`src/rtl/bin_to_bcd_seq_if.sv`:
```
// Handshake and result bundle between a value source and the sequential BCD converter.
interface bin_to_bcd_seq_if #(
    parameter int WIDTH  = 10,
    parameter int DIGITS = 4
);
    logic                  start;
    logic                  signed_mode;
    logic [WIDTH-1:0]      value;
    logic                  busy;
    logic                  done;
    logic [4*DIGITS-1:0]   bcd;
    logic                  negative;

    modport master (
        output start, signed_mode, value,
        input  busy, done, bcd, negative
    );

    modport slave (
        input  start, signed_mode, value,
        output busy, done, bcd, negative
    );
endinterface

```
`src/rtl/bin_to_bcd_seq.sv`:
```
// Signed-magnitude binary to BCD converter, shift-and-add-3, one bit per cycle.
// Latency: done/bcd appear WIDTH edges after the accepting start edge.
// Backpressure: start is ignored while busy; no queueing of requests.
module bin_to_bcd_seq #(
    parameter int WIDTH  = 10,
    parameter int DIGITS = 4
) (
    input  logic             CLOCK_50,
    input  logic             rst_n,
    bin_to_bcd_seq_if.slave  bus
);
    localparam int CW = (WIDTH > 1) ? $clog2(WIDTH) : 1;
    localparam int BW = 4 * DIGITS;
    localparam logic [CW-1:0] LAST = CW'(WIDTH - 1);

    typedef enum logic {IDLE, SHIFT} state_t;

    state_t          state_q, state_d;
    logic [CW-1:0]   cnt_q, cnt_d;
    logic [BW-1:0]   scratch_q, scratch_d;
    logic [WIDTH-1:0] mag_q, mag_d;
    logic            neg_q, neg_d;
    logic [BW-1:0]   bcd_q, bcd_d;
    logic            negative_q, negative_d;
    logic            done_q, done_d;
    logic [BW-1:0]   adj;
    logic [BW-1:0]   shifted;

    always_ff @(posedge CLOCK_50 or negedge rst_n) begin
        if (!rst_n) begin
            state_q    <= IDLE;
            cnt_q      <= '0;
            scratch_q  <= '0;
            mag_q      <= '0;
            neg_q      <= 1'b0;
            bcd_q      <= '0;
            negative_q <= 1'b0;
            done_q     <= 1'b0;
        end else begin
            state_q    <= state_d;
            cnt_q      <= cnt_d;
            scratch_q  <= scratch_d;
            mag_q      <= mag_d;
            neg_q      <= neg_d;
            bcd_q      <= bcd_d;
            negative_q <= negative_d;
            done_q     <= done_d;
        end
    end

    always_comb begin
        state_d    = state_q;
        cnt_d      = cnt_q;
        scratch_d  = scratch_q;
        mag_d      = mag_q;
        neg_d      = neg_q;
        bcd_d      = bcd_q;
        negative_d = negative_q;
        done_d     = 1'b0;

        // Pre-correct every digit so the following doubling carries in decimal.
        adj = scratch_q;
        for (int d = 0; d < DIGITS; d++) begin
            if (scratch_q[4*d +: 4] >= 4'd5)
                adj[4*d +: 4] = scratch_q[4*d +: 4] + 4'd3;
        end
        shifted = {adj[BW-2:0], mag_q[WIDTH-1]};

        case (state_q)
            IDLE: begin
                if (bus.start) begin
                    neg_d     = bus.signed_mode & bus.value[WIDTH-1];
                    // Most-negative input negates to itself, which reads correctly as unsigned.
                    mag_d     = neg_d ? (~bus.value + WIDTH'(1)) : bus.value;
                    scratch_d = '0;
                    cnt_d     = '0;
                    state_d   = SHIFT;
                end
            end
            SHIFT: begin
                scratch_d = shifted;
                mag_d     = mag_q << 1;
                cnt_d     = cnt_q + CW'(1);
                if (cnt_q == LAST) begin
                    bcd_d      = shifted;
                    negative_d = neg_q;
                    done_d     = 1'b1;
                    cnt_d      = '0;
                    state_d    = IDLE;
                end
            end
            default: state_d = IDLE;
        endcase
    end

    assign bus.busy     = (state_q == SHIFT);
    assign bus.done     = done_q;
    assign bus.bcd      = bcd_q;
    assign bus.negative = negative_q;
endmodule

```
`src/flat_wrapper.sv`:
```
// flat-port wrapper written by rule: the top's interface ports become plain ports
module bin_to_bcd_seq_flat 
#(
    parameter int WIDTH  = 10,
    parameter int DIGITS = 4
)
  (CLOCK_50, rst_n, bus_start, bus_signed_mode, bus_value, bus_busy, bus_done, bus_bcd, bus_negative);
  bin_to_bcd_seq_if #(.WIDTH(WIDTH), .DIGITS(DIGITS)) bus_i ();
  input  logic CLOCK_50;
  input  logic rst_n;
  input wire logic [$bits(bus_i.start)-1:0] bus_start;
  input wire logic [$bits(bus_i.signed_mode)-1:0] bus_signed_mode;
  input wire logic [$bits(bus_i.value)-1:0] bus_value;
  output wire logic [$bits(bus_i.busy)-1:0] bus_busy;
  output wire logic [$bits(bus_i.done)-1:0] bus_done;
  output wire logic [$bits(bus_i.bcd)-1:0] bus_bcd;
  output wire logic [$bits(bus_i.negative)-1:0] bus_negative;
  assign bus_i.start = bus_start;
  assign bus_i.signed_mode = bus_signed_mode;
  assign bus_i.value = bus_value;
  assign bus_busy = bus_i.busy;
  assign bus_done = bus_i.done;
  assign bus_bcd = bus_i.bcd;
  assign bus_negative = bus_i.negative;
  bin_to_bcd_seq #(.WIDTH(WIDTH), .DIGITS(DIGITS)) u_core (.CLOCK_50(CLOCK_50), .rst_n(rst_n), .bus(bus_i));
endmodule
```
`config.mk`:
```
export PLATFORM = sky130hd
export DESIGN_NAME = bin_to_bcd_seq_flat
export DESIGN_NICKNAME = d
export VERILOG_FILES = /design/src/rtl/bin_to_bcd_seq_if.sv /design/src/rtl/bin_to_bcd_seq.sv /design/src/flat_wrapper.sv
export SDC_FILE = /design/constraint.sdc
export NUM_CORES = 1
export LEC_CHECK = 0
export ABC_AREA = 1
export BUFFER_PORTS_ARGS = -buffer_cell sky130_fd_sc_hd__buf_2
export CAP_MARGIN = 20
export CORE_ASPECT_RATIO = 1.2
export CORE_MARGIN = 3
export CORE_UTILIZATION = 52
export DETAILED_ROUTE_END_ITERATION = 7
export HOLD_SLACK_MARGIN = 0.02
export PLACE_DENSITY = 0.77
export SYNTH_ARGS = -nofsm -noshare
export SYNTH_HDL_FRONTEND = slang
export SYNTH_SLANG_ARGS = --single-unit
```
`constraint.sdc`:
```
create_clock -name CLOCK_50 -period 1.2 [get_ports CLOCK_50]
set_input_delay 0.36 -clock CLOCK_50 [delete_from_list [all_inputs] [get_ports CLOCK_50]]
set_output_delay 0.36 -clock CLOCK_50 [all_outputs]
set_load 0.005 [all_outputs]
```
==> flow_summary.json, run 1 <==
{
  "slowest_delay_ns": 0.47,
  "grt_pass1_vias": 2636,
  "synth_flop_cell": "dfrtp_1",
  "wl_per_cell_um": 17.67,
  "drtIter0Drc": 283,
  "maxCapViolations": 0,
  "r2r_slack_ns": -0.17,
  "crit_path_end_kind": "register",
  "rr_worst_depth": 8,
  "reg2reg_from": "u_core.scratch_q[4]$_DFFE_PN0P_",
  "cpMostUsedCell": "inv_2",
  "grt-ovfl-total": 0,
  "arrival_ns": 1.57,
  "hp-class": "in2async",
  "p_leak_nw": 1.995,
  "finalSetupViolCount": 36,
  "synthTopCellsByCount": "nand2_1 (96), dfrtp_1 (50), inv_1 (42), nand3_1 (36), o21ai_0 (27)",
  "gp_congestion": 0.7934,
  "timing.fmax_mhz": 731.4,
  "die_area_um2": 5856,
  "power_mw": 11.15,
  "status": "finished, violations left",
  "period_minus_slack_ns": 1.367,
  "fin_skew_ns": 0.01251,
  "pre_cts_slack_ns": -0.1736,
  "synth_edf_count": 0,
  "crit_path_start_kind": "register",
  "chipHeight_um": 83.24,
  "cts_buffers": 5,
  "clkLatencyLatePin_ns": 0.32,
  "yosysSeqAreaShare_pct": 48.40,
  "io_pins": 33,
  "grt_util_all_layers_pct": 24.80,
  "grt_pass1_wl_um": 11810,
  "clk_pin_slew_worst_paths_ns": 0.10,
  "violations": "setup timing",
  "synth_area_per_cell_um2": 8.180,
  "slowest_stage": "dfrtp_1",
  "area_delta_synth_final_pct": 51.45,
  "netlist_area_um2": 2585,
  "vdd_ir_drop_max_v": 0.001221,
  "drive_above_1_share_pct": 52.14,
  "worst_ep_required_time_ns": 1.40,
  "syn_nets": 341,
  "num_rows": 27,
  "dr_total_vias": 2721,
  "synth_seq_cells": 50,
  "synth_top_cell_by_area": "dfrtp_1",
  "finalWorstSetupSlack_ns": -0.1673,
  "yosysMostFrequentCell": "nand2_1",
  "root_buffer": "clkbuf_8",
  "finalHoldViolCount": 0,
  "drc_errors": 0,
  "fillers": 246,
  "final_max_slew_viol_count": 0,
  "crit_buf_inv": 2,
  "clock_path_buffers": 2,
  "initial_core_util_pct": 55.05,
  "holdWs_ns": 0.003757,
  "place.detailed.hpwl_um": 3968,
  "regArea_um2": 1252,
  "rr_endpoint": "u_core.scratch_q[6]$_DFFE_PN0P_",
  "synth-async-reset-ratio_pct": 100.0,
  "antenna_found_initial": 0,
  "crit_family": "flip-flops",
  "worstSetupPathType": "reg2reg",
  "htree_levels": 2,
  "detail_route.first_pass.iterations": 4,
  "ant_nets": 0,
  "powerDensity_nw_per_um2": 2847,
  "cts.sink_count": 50,
  "synth_top_area_share_pct": 48.40,
  "multi_input_area_um2": 1539,
  "viasPerCell": 5.692,
  "finalCritPeriodShare_pct": 113.9,
  "synth_cells": 316,
  "numPortBuffers": 32,
  "ys_top_cells_by_area": "dfrtp_1 (48%), nand2_1 (14%), nand3_1 (7.0%), inv_1 (6.1%), ha_1 (5.3%)",
  "grt_max_degree": 51,
  "rsz0062_at_grt": "true",
  "startpoint": "u_core.scratch_q[4]$_DFFE_PN0P_",
  "die_w_um": 70.36,
  "place_area_um2": 3005,
  "synth_cell_type_count": 23,
  "worstMarginPinSlew_ns": 0.2954,
  "cts_tree": "yes",
  "critPathMaxFanout": 5,
  "hold_buffers": 0,
  "stdcell_area_um2": 3915,
  "ys.warnings.count": 0,
  "cp_cell_sequence": "inv_2, ha_4, inv_2, nand2_4, nand3_4, nand2_1, nand3_2, o21ai_1",
  "diodes": 0,
  "layout.nets": 444,
  "routed_wl_um": 8445,
  "core-area_um2": 4696,
  "slew_headroom_pct": 80.24
}
## cells by family after synthesis
logic type	Yosys count	synth area share (%)
flops	50	48.40
compound gates	54	12.83
buf+inv	53	8.906
fa+ha+maj	11	5.324
simple gates	145	23.52
xor+xnor	3	1.017
## cells in the final DEF (no fill, tap or decap), drive strengths merged
cell	netlist	final
nand4	3	3
nand3	36	36
inv	44	44
clkinvlp	0	1
ha	11	11
o211ai	2	2
nand2	96	96
clkinv	0	1
dfrtp	50	50
o22ai	7	7
clkbuf	0	7
nor2	9	9
a22oi	9	9
nor3	1	1
o21bai	1	1
o21ai	35	35
xor2	2	2
xnor2	1	1
buf	9	104
## through the flow
stage,setup TNS [ns],utilization [%],std cells
after floorplan,-0.08366,-,316
after global placement,-1.750,64.00,427
after detailed placement,-3.380,64.00,427
after CTS,-0.4661,74.50,458
after global routing,-4.400,83.37,478
final,-2.594,83.37,478
## how the worst max path moves through the flow
stage	endpoint	cells after the start
2_1_floorplan	u_core.bus.bcd[7]$_DFFE_PN0P_	8
3_3_place_gp	u_core.scratch_q[9]$_DFFE_PN0P_	9
3_5_place_dp	u_core.scratch_q[9]$_DFFE_PN0P_	9
4_1_cts	bus_busy	1
5_1_grt	u_core.scratch_q[6]$_DFFE_PN0P_	8
6_report	u_core.scratch_q[6]$_DFFE_PN0P_	8
## cell type report
class / count / share of cell area [%]
multi-input cells: 213 / 39.31
flip-flops and latches: 50 / 31.99
repair buffers: 104 / 19.59
inverters: 44 / 4.698
clock buffers: 7 / 2.205
well taps: 58 / 1.854
repair inverters: 1 / 0.2237
clock inverters: 1 / 0.1278
## state kept, by name, indices dropped and copies added, names as in the netlist
signal               count
u_core.bus.bcd          16
u_core.scratch_q        16
u_core.mag_q            10
u_core.cnt_q             4
u_core.bus.busy          1
u_core.bus.done          1
u_core.bus.negative      1
u_core.neg_q             1
## power by group
part           total, mW  internal [mW]  switching [mW]
registers           3.14           2.48           0.665
clock network       1.05          0.467           0.585
logic               6.95           3.19            3.76
total               11.1           6.14            5.01
## timing repair
action,CTS,global route
gates resized for setup,85,70
gates cloned,2,1
buffers inserted,22,22
setup endpoints to repair,32,60
pin swaps,25,28
## metal layers
metal / GRT usage (%) / vias to the layer above / wire length [µm] / share of wire (%)
met3: 4.964 / 49 / 555 / 6.6
met5: 0 / - / 0 / 0
met2: 45.66 / 139 / 4303 / 51
met1: 26.77 / 1297 / 3200 / 38
li1: - / 1236 / - / -
met4: 10.98 / 0 / 385 / 4.6
No activity file was read; power rests on OpenSTA's default activity.
==> run 2: changes to the inputs <==
--- a/config.mk
+++ b/config.mk
@@ -14,6 +14,7 @@
 export DETAILED_ROUTE_END_ITERATION = 7
 export HOLD_SLACK_MARGIN = 0.02
 export PLACE_DENSITY = 0.77
+export REMOVE_ABC_BUFFERS = 1
 export SYNTH_ARGS = -nofsm -noshare
 export SYNTH_HDL_FRONTEND = slang
 export SYNTH_SLANG_ARGS = --single-unit
==> run 2 against run 1 <==
The run still ends with setup timing left. Fmax shrank 6.1%. Clock power grew 20%. Total power grew 7.7%. Sequential power is essentially flat. Non-clock buffer count shrank 3. Register-to-register slack lost 0.09 ns. Routed wire length grew 13%. Via count grew 4.1%. Cell area grew 2.2%. First-iteration DRC count shrank 15%. Critical endpoint is now u_core.scratch_q[9]$_DFFE_PN0P_. Largest cell class unchanged. Highest routed layer unchanged.
==> flow_summary.json, run 2 (same netlist as run 1, synthesis figures left out) <==
{
  "status": "finished, violations left",
  "violations": "setup timing",
  "area_delta_synth_final_pct": 54.84,
  "crit_path_start_kind": "register",
  "viasPerCell": 5.962,
  "maxCapViolations": 0,
  "grt_util_all_layers_pct": 26.21,
  "cp_cell_sequence": "inv_2, ha_4, inv_2, nand2_4, nand3_4, inv_4, nand2_4, nand3_2, o21ai_2",
  "routed_wl_um": 9571,
  "powerDensity_nw_per_um2": 2999,
  "grt_max_degree": 25,
  "slowest_stage": "dfrtp_1",
  "grt_pass1_vias": 2669,
  "startpoint": "u_core.scratch_q[8]$_DFFE_PN0P_",
  "clkLatencyLatePin_ns": 0.33,
  "drive_above_1_share_pct": 53.00,
  "met3_usage_pct": 4.358,
  "chipHeight_um": 83.24,
  "vdd_ir_drop_max_v": 0.001711,
  "p_leak_nw": 2.019,
  "finalWorstSetupSlack_ns": -0.2567,
  "drtIter0Drc": 240,
  "setup-tns-final_ns": -4.977,
  "final_cell_mix": "nand2_1 (58), buf_4 (56), dfrtp_1 (49), buf_2 (31), nand2_2 (25)",
  "slew_headroom_pct": 77.13,
  "pre_cts_slack_ns": -0.1913,
  "gp_congestion": 0.8181,
  "fin_cells": 475,
  "cts.sink_count": 50,
  "hp-class": "in2reg",
  "crit_family": "flip-flops",
  "use_met2_pct": 45.32,
  "wl_per_cell_um": 20.15,
  "finalCritPeriodShare_pct": 121.4,
  "place.detailed.hpwl_um": 4260,
  "cts_buffers": 5,
  "clk_pin_slew_worst_paths_ns": 0.10,
  "detail_route.first_pass.iterations": 5,
  "worstMarginPinSlew_ns": 0.3430,
  "final_max_slew_viol_count": 0,
  "arrival_ns": 1.68,
  "grt-ovfl-total": 0,
  "regArea_um2": 1252,
  "fillers": 227,
  "reg2reg_from": "u_core.scratch_q[8]$_DFFE_PN0P_",
  "io_pins": 33,
  "crit_path_end_kind": "register",
  "crit_buf_inv": 3,
  "num_rows": 27,
  "rsz0062_at_grt": "true",
  "power_mw": 12.01,
  "worstSetupPathType": "reg2reg",
  "grt_pass1_wl_um": 12210,
  "root_buffer": "clkbuf_8",
  "numPortBuffers": 32,
  "slowest_delay_ns": 0.45,
  "dp.cells": 433,
  "fin_skew_ns": 0.02074,
  "busiest_layer": "met2",
  "finalHoldViolCount": 0,
  "ant_nets": 0,
  "die_w_um": 70.36,
  "layout.nets": 441,
  "hold_start": "bus_value[8]",
  "core-area_um2": 4696,
  "drc_errors": 0,
  "dr_total_vias": 2832,
  "antenna_found_initial": 0,
  "worst_ep_required_time_ns": 1.42,
  "critPathMaxFanout": 4,
  "timing.fmax_mhz": 686.5,
  "clock_path_buffers": 2,
  "finalSetupViolCount": 53,
  "die_area_um2": 5856,
  "final_common_cell": "nand2_1",
  "diodes": 0,
  "htree_levels": 2,
  "met1_usage_pct": 29.73,
  "multi_input_area_um2": 1597,
  "initial_core_util_pct": 55.05,
  "cts_tree": "yes",
  "period_minus_slack_ns": 1.457
}
-- run 2: layout make-up --
class / instances / share of cell area [%]
Inverter: 44 / 4.783
Sequential cell: 50 / 31.29
Clock inverter: 3 / 1.094
Timing Repair inverter: 1 / 0.2813
Multi-Input combinational cell: 213 / 39.89
Tap cell: 58 / 1.813
Clock buffer: 5 / 1.719
Timing Repair Buffer: 101 / 19.13
-- run 2: metal layers --
metal / part of all wire, % / routed length, µm
met1: 36 / 3435
met2: 50 / 4817
met3: 6.9 / 664
met4: 6.8 / 654
met5: 0 / 0
-- run 2: timing repair --
action	in CTS	in global routing
hold endpoints to repair	10	0
endpoints found under the setup margin	38	66
hold buffers	1	0
pin swaps	26	32
setup buffers	13	18
cloned	2	0
gates resized for setup	87	84
-- run 2: through the flow --
step,instance area [µm²],utilization [%],hold slack (ns)
after detailed placement,3048,64.91,0.2795
after CTS,3585,76.34,0.3122
after global placement,3048,64.91,0.2726
final,4003,85.24,0.3035
after floorplan,2520,-,0.06441
after global routing,4003,85.24,0.3521
-- run 2: final timing paths --
path	endpoint	slack [ns]	cells past startpoint
min reg2reg	u_core.bus.bcd[14]$_DFFE_PN0P_	0.51	2
min in group asynchronous	u_core.bus.bcd[11]$_DFFE_PN0P_	0.48	2
max in group asynchronous	u_core.scratch_q[0]$_DFFE_PN0P_	0.26	3
min	u_core.mag_q[8]$_DFFE_PN0P_	0.30	4
max	u_core.scratch_q[9]$_DFFE_PN0P_	-0.26	9
max reg2reg	u_core.scratch_q[9]$_DFFE_PN0P_	-0.26	9
-- run 2: tightest hold or removal path, cell delays in order --
cell	delay [ns]
buf_2	0.09
nand2_1	0.05
nand3_1	0.06
nand2_1	0.04
-- run 2: where the power goes --
part	internal, mW	total [mW]	leakage, nW	switching (mW)
combinational	3.31	7.61	1.34	4.30
clock	0.626	1.26	0.0585	0.634
sequential	2.48	3.13	0.616	0.654
==> run 3: changes to the inputs <==
--- a/config.mk
+++ b/config.mk
@@ -15,6 +15,7 @@
 export HOLD_SLACK_MARGIN = 0.02
 export PLACE_DENSITY = 0.77
 export REMOVE_ABC_BUFFERS = 1
+export SETUP_SLACK_MARGIN = 0.4
 export SYNTH_ARGS = -nofsm -noshare
 export SYNTH_HDL_FRONTEND = slang
 export SYNTH_SLANG_ARGS = --single-unit
==> run 3 against run 2 <==
The run ends with hold timing, setup timing left. Non-clock buffer count is 10 higher. Flip-flop and latch count stayed put. Clock power hardly changed.
==> flow_summary.json, run 3 (same netlist as run 1, synthesis figures left out) <==
{
  "status": "finished, violations left",
  "violations": "hold timing, setup timing",
  "fin_skew_ns": 0.01605,
  "p_leak_nw": 2.098,
  "grt_max_degree": 25,
  "rr_worst_depth": 9,
  "cts.sink_count": 50,
  "crit_path_start_kind": "register",
  "dp.cells": 433,
  "clk_pin_slew_worst_paths_ns": 0.10,
  "clkLatencyLatePin_ns": 0.32,
  "num_rows": 27,
  "die_w_um": 70.36,
  "root_buffer": "clkbuf_8",
  "rsz0062_at_grt": "true",
  "antenna_found_initial": 0,
  "routed_wl_um": 10970,
  "finalHoldViolCount": 10,
  "final_max_slew_viol_count": 0,
  "r2r_slack_ns": -0.23,
  "die_area_um2": 5856,
  "vdd_ir_drop_max_v": 0.001854,
  "crit_path_end_kind": "register",
  "place.detailed.hpwl_um": 4260,
  "worstMarginPinSlew_ns": 0.3762,
  "pre_cts_slack_ns": -0.1913,
  "fin_cells": 485,
  "grt_pass1_wl_um": 13570,
  "reg2reg_from": "u_core.scratch_q[8]$_DFFE_PN0P_",
  "dr_total_vias": 2973,
  "grt-ovfl-total": 0,
  "cts_tree": "yes",
  "startpoint": "u_core.scratch_q[8]$_DFFE_PN0P_",
  "cts_buffers": 5,
  "numPortBuffers": 32,
  "worstSetupPathType": "reg2reg",
  "area_delta_synth_final_pct": 63.70,
  "grt_util_all_layers_pct": 29.47,
  "drtIter0Drc": 294,
  "drc_errors": 0,
  "grt_pass1_vias": 2783,
  "period_minus_slack_ns": 1.428,
  "stdcell_area_um2": 4232,
  "setup-tns-final_ns": -6.319,
  "finalCritPeriodShare_pct": 119.0,
  "ant_nets": 0,
  "drive_above_1_share_pct": 57.38,
  "diodes": 0,
  "layout.nets": 451,
  "detail_route.first_pass.iterations": 6,
  "viasPerCell": 6.130,
  "holdWs_ns": -0.06510,
  "io_pins": 33,
  "place_area_um2": 3048,
  "initial_core_util_pct": 55.05,
  "maxCapViolations": 0,
  "rr_endpoint": "u_core.scratch_q[10]$_DFFE_PN0P_",
  "finalWorstSetupSlack_ns": -0.2278,
  "final_common_cell": "buf_4",
  "powerDensity_nw_per_um2": 3060,
  "fillers": 186,
  "arrival_ns": 1.63,
  "critPathMaxFanout": 4,
  "clock_path_buffers": 2,
  "timing.fmax_mhz": 700.4,
  "chipHeight_um": 83.24,
  "wl_per_cell_um": 22.62,
  "core-area_um2": 4696,
  "hp-class": "in2async",
  "gp_congestion": 0.8181,
  "htree_levels": 2,
  "final_cell_mix": "buf_4 (57), nand2_1 (54), dfrtp_1 (48), buf_2 (31), nand2_2 (29)",
  "worst_ep_required_time_ns": 1.41,
  "slew_headroom_pct": 74.89,
  "finalSetupViolCount": 63
}
## run 3: changes by cell type in the layout (fill, tap and decap cells not counted), moves of 4 or more
cell and delta:
a22oi_1 -6, a22oi_2 +6, buf_6 +5, nand2_1 -4, nand2_2 +4, o21ai_0 -4
## run 3: worst max-delay path by stage
| stage | depth (start not counted) | endpoint |
|---|---|---|
| after detailed placement | 9 | u_core.scratch_q[5]$_DFFE_PN0P_ |
| after CTS | 2 | bus_busy |
| after floorplan | 5 | u_core.bus.bcd[0]$_DFFE_PN0P_ |
| after global routing | 9 | u_core.scratch_q[10]$_DFFE_PN0P_ |
| after global placement | 8 | u_core.scratch_q[8]$_DFFE_PN0P_ |
| final | 9 | u_core.scratch_q[10]$_DFFE_PN0P_ |
## run 3: layer usage
metal	GRT usage, %	up-vias	share of wire, %
li1	-	1253	-
met1	34.66	1438	36
met2	52.21	209	49
met3	4.600	73	7.7
met4	12.72	0	6.6
met5	0	-	0
## run 3: repair_timing
item | CTS | global route
resized for setup | 153 | 45
pin swaps | 43 | 34
setup buffers | 20 | 21
hold endpoints to repair | 10 | 10
setup endpoints to repair | 69 | 69
gates cloned | 3 | 0
## run 3: area by class of cell
class	instances	area (µm²)	area share, %
timing repair buffer	111	922.1	21.79
clock inverter	3	43.79	1.035
sequential	50	1254	29.63
multi-input combinational	213	1679	39.68
inverter	44	182.7	4.317
clock buffer	5	68.82	1.626
tap	58	72.57	1.715
timing repair inverter	1	8.758	0.2070
## run 3: per-stage QoR
stage | power (mW) | util [%]
6_report | 12.95 | 90.11
5_1_grt | 13.45 | 90.11
4_1_cts | 10.37 | 82.44
3_5_place_dp | 6.878 | 64.91
3_3_place_gp | 6.669 | 64.91
2_1_floorplan | 5.203 | -
## run 3: worst max-delay path, cell delays in order, from the launching register on
cell and delay (ns):
dfrtp_1 0.45, inv_2 0.12, ha_4 0.15, inv_2 0.05, nand2_4 0.08, nand3_4 0.13
inv_4 0.11, nand2_4 0.06, nand3_2 0.09, o21ai_2 0.07
## run 3: where the power goes
| group | switching (mW) | internal, mW |
|---|---|---|
| clock | 0.613 | 0.626 |
| sequential | 0.756 | 2.48 |
| combinational | 4.68 | 3.79 |
| total | 6.05 | 6.90 |
